==> src/rtl/led_seq_driver.sv <==
// LED sequence driver: steps a 2-bit LED code through a fixed 4-entry table,
// holding each entry for DWELL cycles, with pause/abort and optional looping.
module led_seq_driver #(
  parameter int DWELL = 100,
  parameter int LOOP  = 0
) (
  input  logic       clk,
  input  logic       rst_n,
  input  logic       start,
  input  logic       pause,
  input  logic       abort,
  output logic [1:0] dataIn,
  output logic       ledOn,
  output logic [1:0] step,
  output logic       busy,
  output logic       done
);

  typedef enum logic [1:0] {
    IDLE  = 2'd0,
    RUN   = 2'd1,
    PAUSE = 2'd2
  } state_t;

  localparam logic [15:0] LAST_CNT = 16'(DWELL - 1);

  state_t      state_reg, state_next;
  logic [15:0] cnt_reg, cnt_next;
  logic [1:0]  step_reg, step_next;
  logic [1:0]  data_reg, data_next;
  logic        led_reg, led_next;
  logic        busy_reg, busy_next;
  logic        done_reg, done_next;

  always_ff @(posedge clk or negedge rst_n) begin
    if (!rst_n) begin
      state_reg <= IDLE;
      cnt_reg   <= 16'd0;
      step_reg  <= 2'd0;
      data_reg  <= 2'b00;
      led_reg   <= 1'b0;
      busy_reg  <= 1'b0;
      done_reg  <= 1'b0;
    end else begin
      state_reg <= state_next;
      cnt_reg   <= cnt_next;
      step_reg  <= step_next;
      data_reg  <= data_next;
      led_reg   <= led_next;
      busy_reg  <= busy_next;
      done_reg  <= done_next;
    end
  end

  // Leaving PAUSE with pause low counts as a counting cycle, the same as RUN.
  always_comb begin
    state_next = state_reg;
    cnt_next   = cnt_reg;
    step_next  = step_reg;
    done_next  = 1'b0;
    unique case (state_reg)
      IDLE: begin
        if (start && !abort) begin
          state_next = RUN;
          cnt_next   = 16'd0;
          step_next  = 2'd0;
        end
      end
      RUN, PAUSE: begin
        if (abort) begin
          state_next = IDLE;
          cnt_next   = 16'd0;
          step_next  = 2'd0;
        end else if (pause) begin
          state_next = PAUSE;
        end else begin
          state_next = RUN;
          if (cnt_reg == LAST_CNT) begin
            cnt_next = 16'd0;
            if (step_reg == 2'd3 && LOOP == 0) begin
              state_next = IDLE;
              step_next  = 2'd0;
              done_next  = 1'b1;
            end else begin
              step_next = step_reg + 2'd1;
            end
          end else begin
            cnt_next = cnt_reg + 16'd1;
          end
        end
      end
      default: begin
        state_next = IDLE;
        cnt_next   = 16'd0;
        step_next  = 2'd0;
      end
    endcase
  end

  // Outputs are registered from the next-state view so they change with the step.
  always_comb begin
    data_next = 2'b00;
    led_next  = 1'b0;
    busy_next = (state_next != IDLE);
    if (state_next != IDLE) begin
      unique case (step_next)
        2'd0: begin data_next = 2'b00; led_next = 1'b0; end
        2'd1: begin data_next = 2'b01; led_next = 1'b1; end
        2'd2: begin data_next = 2'b10; led_next = 1'b1; end
        default: begin data_next = 2'b00; led_next = 1'b1; end
      endcase
    end
  end

  assign dataIn = data_reg;
  assign ledOn  = led_reg;
  assign step   = step_reg;
  assign busy   = busy_reg;
  assign done   = done_reg;

endmodule

==> config.mk <==
export PLATFORM = sky130hd
export DESIGN_NAME = led_seq_driver
export DESIGN_NICKNAME = d
export VERILOG_FILES = /design/src/rtl/led_seq_driver.sv
export SDC_FILE = /design/constraint.sdc
export NUM_CORES = 1
export LEC_CHECK = 0
export CAP_MARGIN = 20
export CORE_UTILIZATION = 45
export DETAILED_ROUTE_END_ITERATION = 8
export PLACE_DENSITY = 0.77
export REMOVE_ABC_BUFFERS = 1
export SLEW_MARGIN = 20
export SYNTH_ARGS = -nofsm -noshare
export SYNTH_HDL_FRONTEND = slang
export SYNTH_SLANG_ARGS = --single-unit
==> constraint.sdc <==
create_clock -name clk -period 3.7 [get_ports clk]
set_clock_uncertainty 0.05 [all_clocks]
set_input_delay 0.74 -clock clk [delete_from_list [all_inputs] [get_ports clk]]
set_output_delay 0.74 -clock clk [all_outputs]
set_load 0.005 [all_outputs]
==> Yosys cells after proc, flatten, opt, wreduce, memory -nomap -nowiden <==
Index checks and enable logic that the tools add are counted.
{ "word_totals": {"wordCells": 50, "ff_bits": 25, "output_inout_bits": 7, "in_bits": 5} }
{ "classes": {"add_sub_neg": 2, "n_mux": 26, "n_eq_ne": 8, "n_reduce_logical": 7} }
{ "op_table": {"columns": ["op", "count"], "rows": [
  ["2-to-1 mux 16 bit", 4],
  ["case mux 16 bit (2 select lines)", 1],
  ["2-to-1 mux 2 bit", 9],
  ["adder 16 x 1 -> 16 bit, second input constant", 1],
  ["== test 16 x 7 -> 1 bit, second input constant", 1],
  ["case mux 2 bit (2 select lines)", 3],
  ["2-to-1 mux 1 bit", 9],
  ["== test 2 bit, second input constant", 3],
  ["== test 2 x 1 -> 1 bit, second input constant", 2],
  ["logical NOT 2 bit", 2],
  ["inequality test 3 bit, second input constant", 1],
  ["adder 2 x 1 -> 2 bit, second input constant", 1],
  ["inequality test 2 bit, second input constant", 1],
  ["AND reduction 2 bit", 1],
  ["nonzero test 2 bit", 1],
  ["OR reduction 2 bit", 1],
  ["logical AND 1 bit", 1],
  ["logical NOT 1 bit", 1]
]} }

==> Depth between registers and ports, before layout <==
{ "logic_depth": {"ltp_word": 9, "mapped_depth": 8, "ltp_nobuf": 7} }

==> Worst setup path before layout <==
No wires, ideal clock.
{ "synth_path": {"path_type": "input -> register", "from": "input port abort", "to": "register cnt_reg[12]", "path_slack_ns": 1.486, "stages": 5, "arrival_ns": 2.043, "setup_ns": 0.121, "required_time_ns": 3.529, "path_buffers": 0, "cell_sequence": "nand2b_1 a221oi_1 nand4_1 xnor2_1 a22o_1"} }
{ "synth_between": {"elab_chain_cells": 4, "elab_cells_between_ends": 7, "classes_between": "eq/ne (2); mux (2); reduce/logical (3)"} }
{ "synth_rtl": {"columns": ["element", "line", "rtl"], "rows": [
  ["from (decl)", "11", "input logic abort,"],
  ["logical NOT 1 bit", "63", "if (start && !abort) begin"],
  ["logical AND 1 bit", "63", null],
  ["inequality test 2 bit (no source line)", null, null],
  ["AND reduction 2 bit (no source line)", null, null],
  ["to (signal assigned)", "46", "cnt_reg <= cnt_next;"],
  ["to (decl)", "28", "logic [15:0] cnt_reg, cnt_next;"]
]} }
Several ways; a longest one is shown, not always the timed one.
A chain may end at the register's enable or synchronous reset.

==> Worst setup path in the final report <==
Same ends and word-level chain as after synthesis.

==> qor.yml <==
io-pin-count: 12
synth.area.top_cells: "dfrtp_1 48%, xor2_1 5.3%, nor2_1 4.3%"
yosysSeqAreaShare_pct: 47.6
worst_setup_hold_path_clk_slew_ns: 0.14
timing.critical_path.cells: "clkdlybuf4s50_1, nand2b_1, a221oi_1, nand4_1, xnor2_1, a22o_1"
inserted_diodes: 0
largest_register_ffs: 16
detail-route-antenna-nets: 0
hold_viol: 0
cts_root_buffer: "clkbuf_4"
critical_path.max_stage_delay_ns: 0.81
ys_async_sr_fraction_pct: 100
synth-main-ff-cell: "dfrtp_1"
report.power.total_w: 0.000664
tritoncts.num_buffers: 3
vias_per_cell: 5.88
worstReg2RegEnd: "cnt_reg[12]"
grt_start_max_net_pins: 26
max_cap_viol_count: 0
first_global_vias: 1003
groute.usage.overall_pct: 19.0
total_negative_setup_slacks_ns: 0
most_frequently_used_cell_type_in_the_post_synthesis_netlist: "dfrtp_1"
timing.hold.worst.class: "input pin to asynchronous set/reset pin"
critical-path-slowest-cell: "a221oi_1"
number_of_hold_buffers_added_after_cts: 0
critical_path.endpoint: "cnt_reg[12]"
detail_route.wirelength_mm: 2.54
synthesis_to_layout_area_growth_pct: 13.0
finalSetupViolations: 0
fp.dieH_microns: 56.0
yosys.area.top_type: "dfrtp_1"
power_leakage_nw: 0.680
fillCellCount: 245
power.ir.vdd_worst_mv: 0.394
avgRoutedWirePerCell_microns: 14.8
initial_core_util_pct: 47.6
cts-htree-levels: 1
fin_crit_share_pct: 70.1
worst_path_arrival_ns: 2.78
floorplan.die.width_microns: 56.0
r2r_cells: 7
place_inst: 168
rsz0062_at_grt: "false"
clk_path_buf_depth: 2
post_cts.repair.setup_buffers: 0
post_cts.resized_instances: 0
tritoncts_clock_tree: "yes"
netlist.area_leader.share_pct: 47.6
vias: 1012
min_period_ns: 2.59
gpl_congestion: 0.807
grt_pass1_wl_mm: 4.55
timing.setup.critical_path_class: "input pin to flip-flop"
slew_headroom_pct: 40.9
footprint_of_the_flip_flops_and_latches_sq_um: 626
synth.lib_cells_used.distinct: 42
power_density_nw_per_um2: 447
initialDrtViolationCount: 54
clock_sink_count: 25
critical_path_startpoint_category: "input pin"
synthesis.area_sq_um: 1310
yosys-top-cells-count: "25 x dfrtp_1, 15 x nor2_1, 12 x nand2_1, 8 x xor2_1, 6 x nand3_1"
critPathCaptureType: "flip-flop"
worst_margin_slew_ns: 0.887
data_required_critical_path_ns: 3.89
row_count: 19
design.core.area_sq_um: 2760
fin_nets: 151
status: "finished, final reports clean"
synth.ff_latch_count: 25
hpwlAfterDp_mm: 1.86
fmax_mhz: 386
drt-pass1-iter-count: 5
worstSkewPairLatency_ns: 0.34
r2r-start: "state_reg[0]"
final_cell_count_no_fill: 172
dieArea_sq_um: 3140
worst_setup_path_startpoint: "abort"
synth_edf_count: 0
final-max-slew-violation-count: 0
drive_above_1_share_pct: 9.22
setup.reg_to_reg.worst_slack_ns: 1.25
post_synth_inst_count: 128
synth_warnings: 0
route.detailed.drc: 0
portBuffers: 11
grt_remaining_overflow: 0
multi_input_comb_area_sq_um: 664
worstPathMaxFanout: 7
synthesis.area_per_instance_sq_um: 10.3
antenna_found_initial: 0
[power by group]
part	switching, W	internal (W)	total (W)
clock	0.0000902	0.0000442	0.000134
combinational	0.000147	0.0000758	0.000223
sequential	0.0000120	0.000295	0.000307
[cell usage in the layout (no fill, tap or decap), drive strengths merged, types with 2 or more instances in the layout]
cell type      count
a21oi              2
a221oi             2
a22o               2
a31oi              3
a32oi              2
and3               3
and4               2
buf                2
clkbuf             3
clkdlybuf4s50     10
dfrtp             25
ha                 4
inv                4
nand2             12
nand2b             3
nand3              6
nand3b             2
nand4              4
nor2              16
nor3               2
nor3b              2
nor4               3
o21ai              2
or4                3
xnor2              2
xor2               8
[area by class of cell]
class	instances	area share [%]
multi-input combinational	97	44.8
sequential	25	42.2
timing repair buffer	12	7.59
tap	31	2.61
clock buffer	3	1.52
inverter	3	0.759
clock inverter	1	0.590
[logic make-up after synthesis]
| group | count (synthesis) | synth area share [%] |
|---|---|---|
| mux | 1 | 0.857 |
| buf+inv | 6 | 1.81 |
| simple gates | 63 | 27.6 |
| compound gates | 19 | 11.6 |
| fa+ha+maj | 4 | 3.81 |
| flops | 25 | 47.6 |
| xor+xnor | 10 | 6.67 |
[metal layers]
metal,GRT usage (%),part of all wire [%],vias up
li1,-,-,493
met1,24.0,47,492
met2,29.9,46,22
met3,6.28,5.4,5
met4,8.01,1.6,0
met5,0,0,-
[stage by stage]
stage	util [%]	cell area [sq um]	worst slack (ns)	hold WS, ns
finish	53.8	1480	1.11	0.314
global placement	52.9	1460	0.877	0.467
global route	53.8	1480	1.04	0.344
CTS	54.0	1490	1.14	0.520
detailed placement	52.9	1460	0.759	0.495
floorplan	-	1300	1.49	0.394
[worst min-delay path by stage]
stage	from	endpoint	slack, ns
6_report	rst_n	done	0.31
5_1_grt	rst_n	cnt_reg[6]	0.34
4_1_cts	cnt_reg[13]	cnt_reg[13]	0.52
3_5_place_dp	cnt_reg[13]	cnt_reg[13]	0.50
3_3_place_gp	cnt_reg[1]	cnt_reg[1]	0.47
2_1_floorplan	rst_n	busy	0.39
[critical path: cells and delay by family]
family	cells	cell delay, ns
AND/OR/NAND/NOR	2	0.43
XOR/XNOR	1	0.17
buffers and inverters	1	0.43
AO/OA/AOI/OAI	2	1.01
Power figures use the tool's default switching activity.
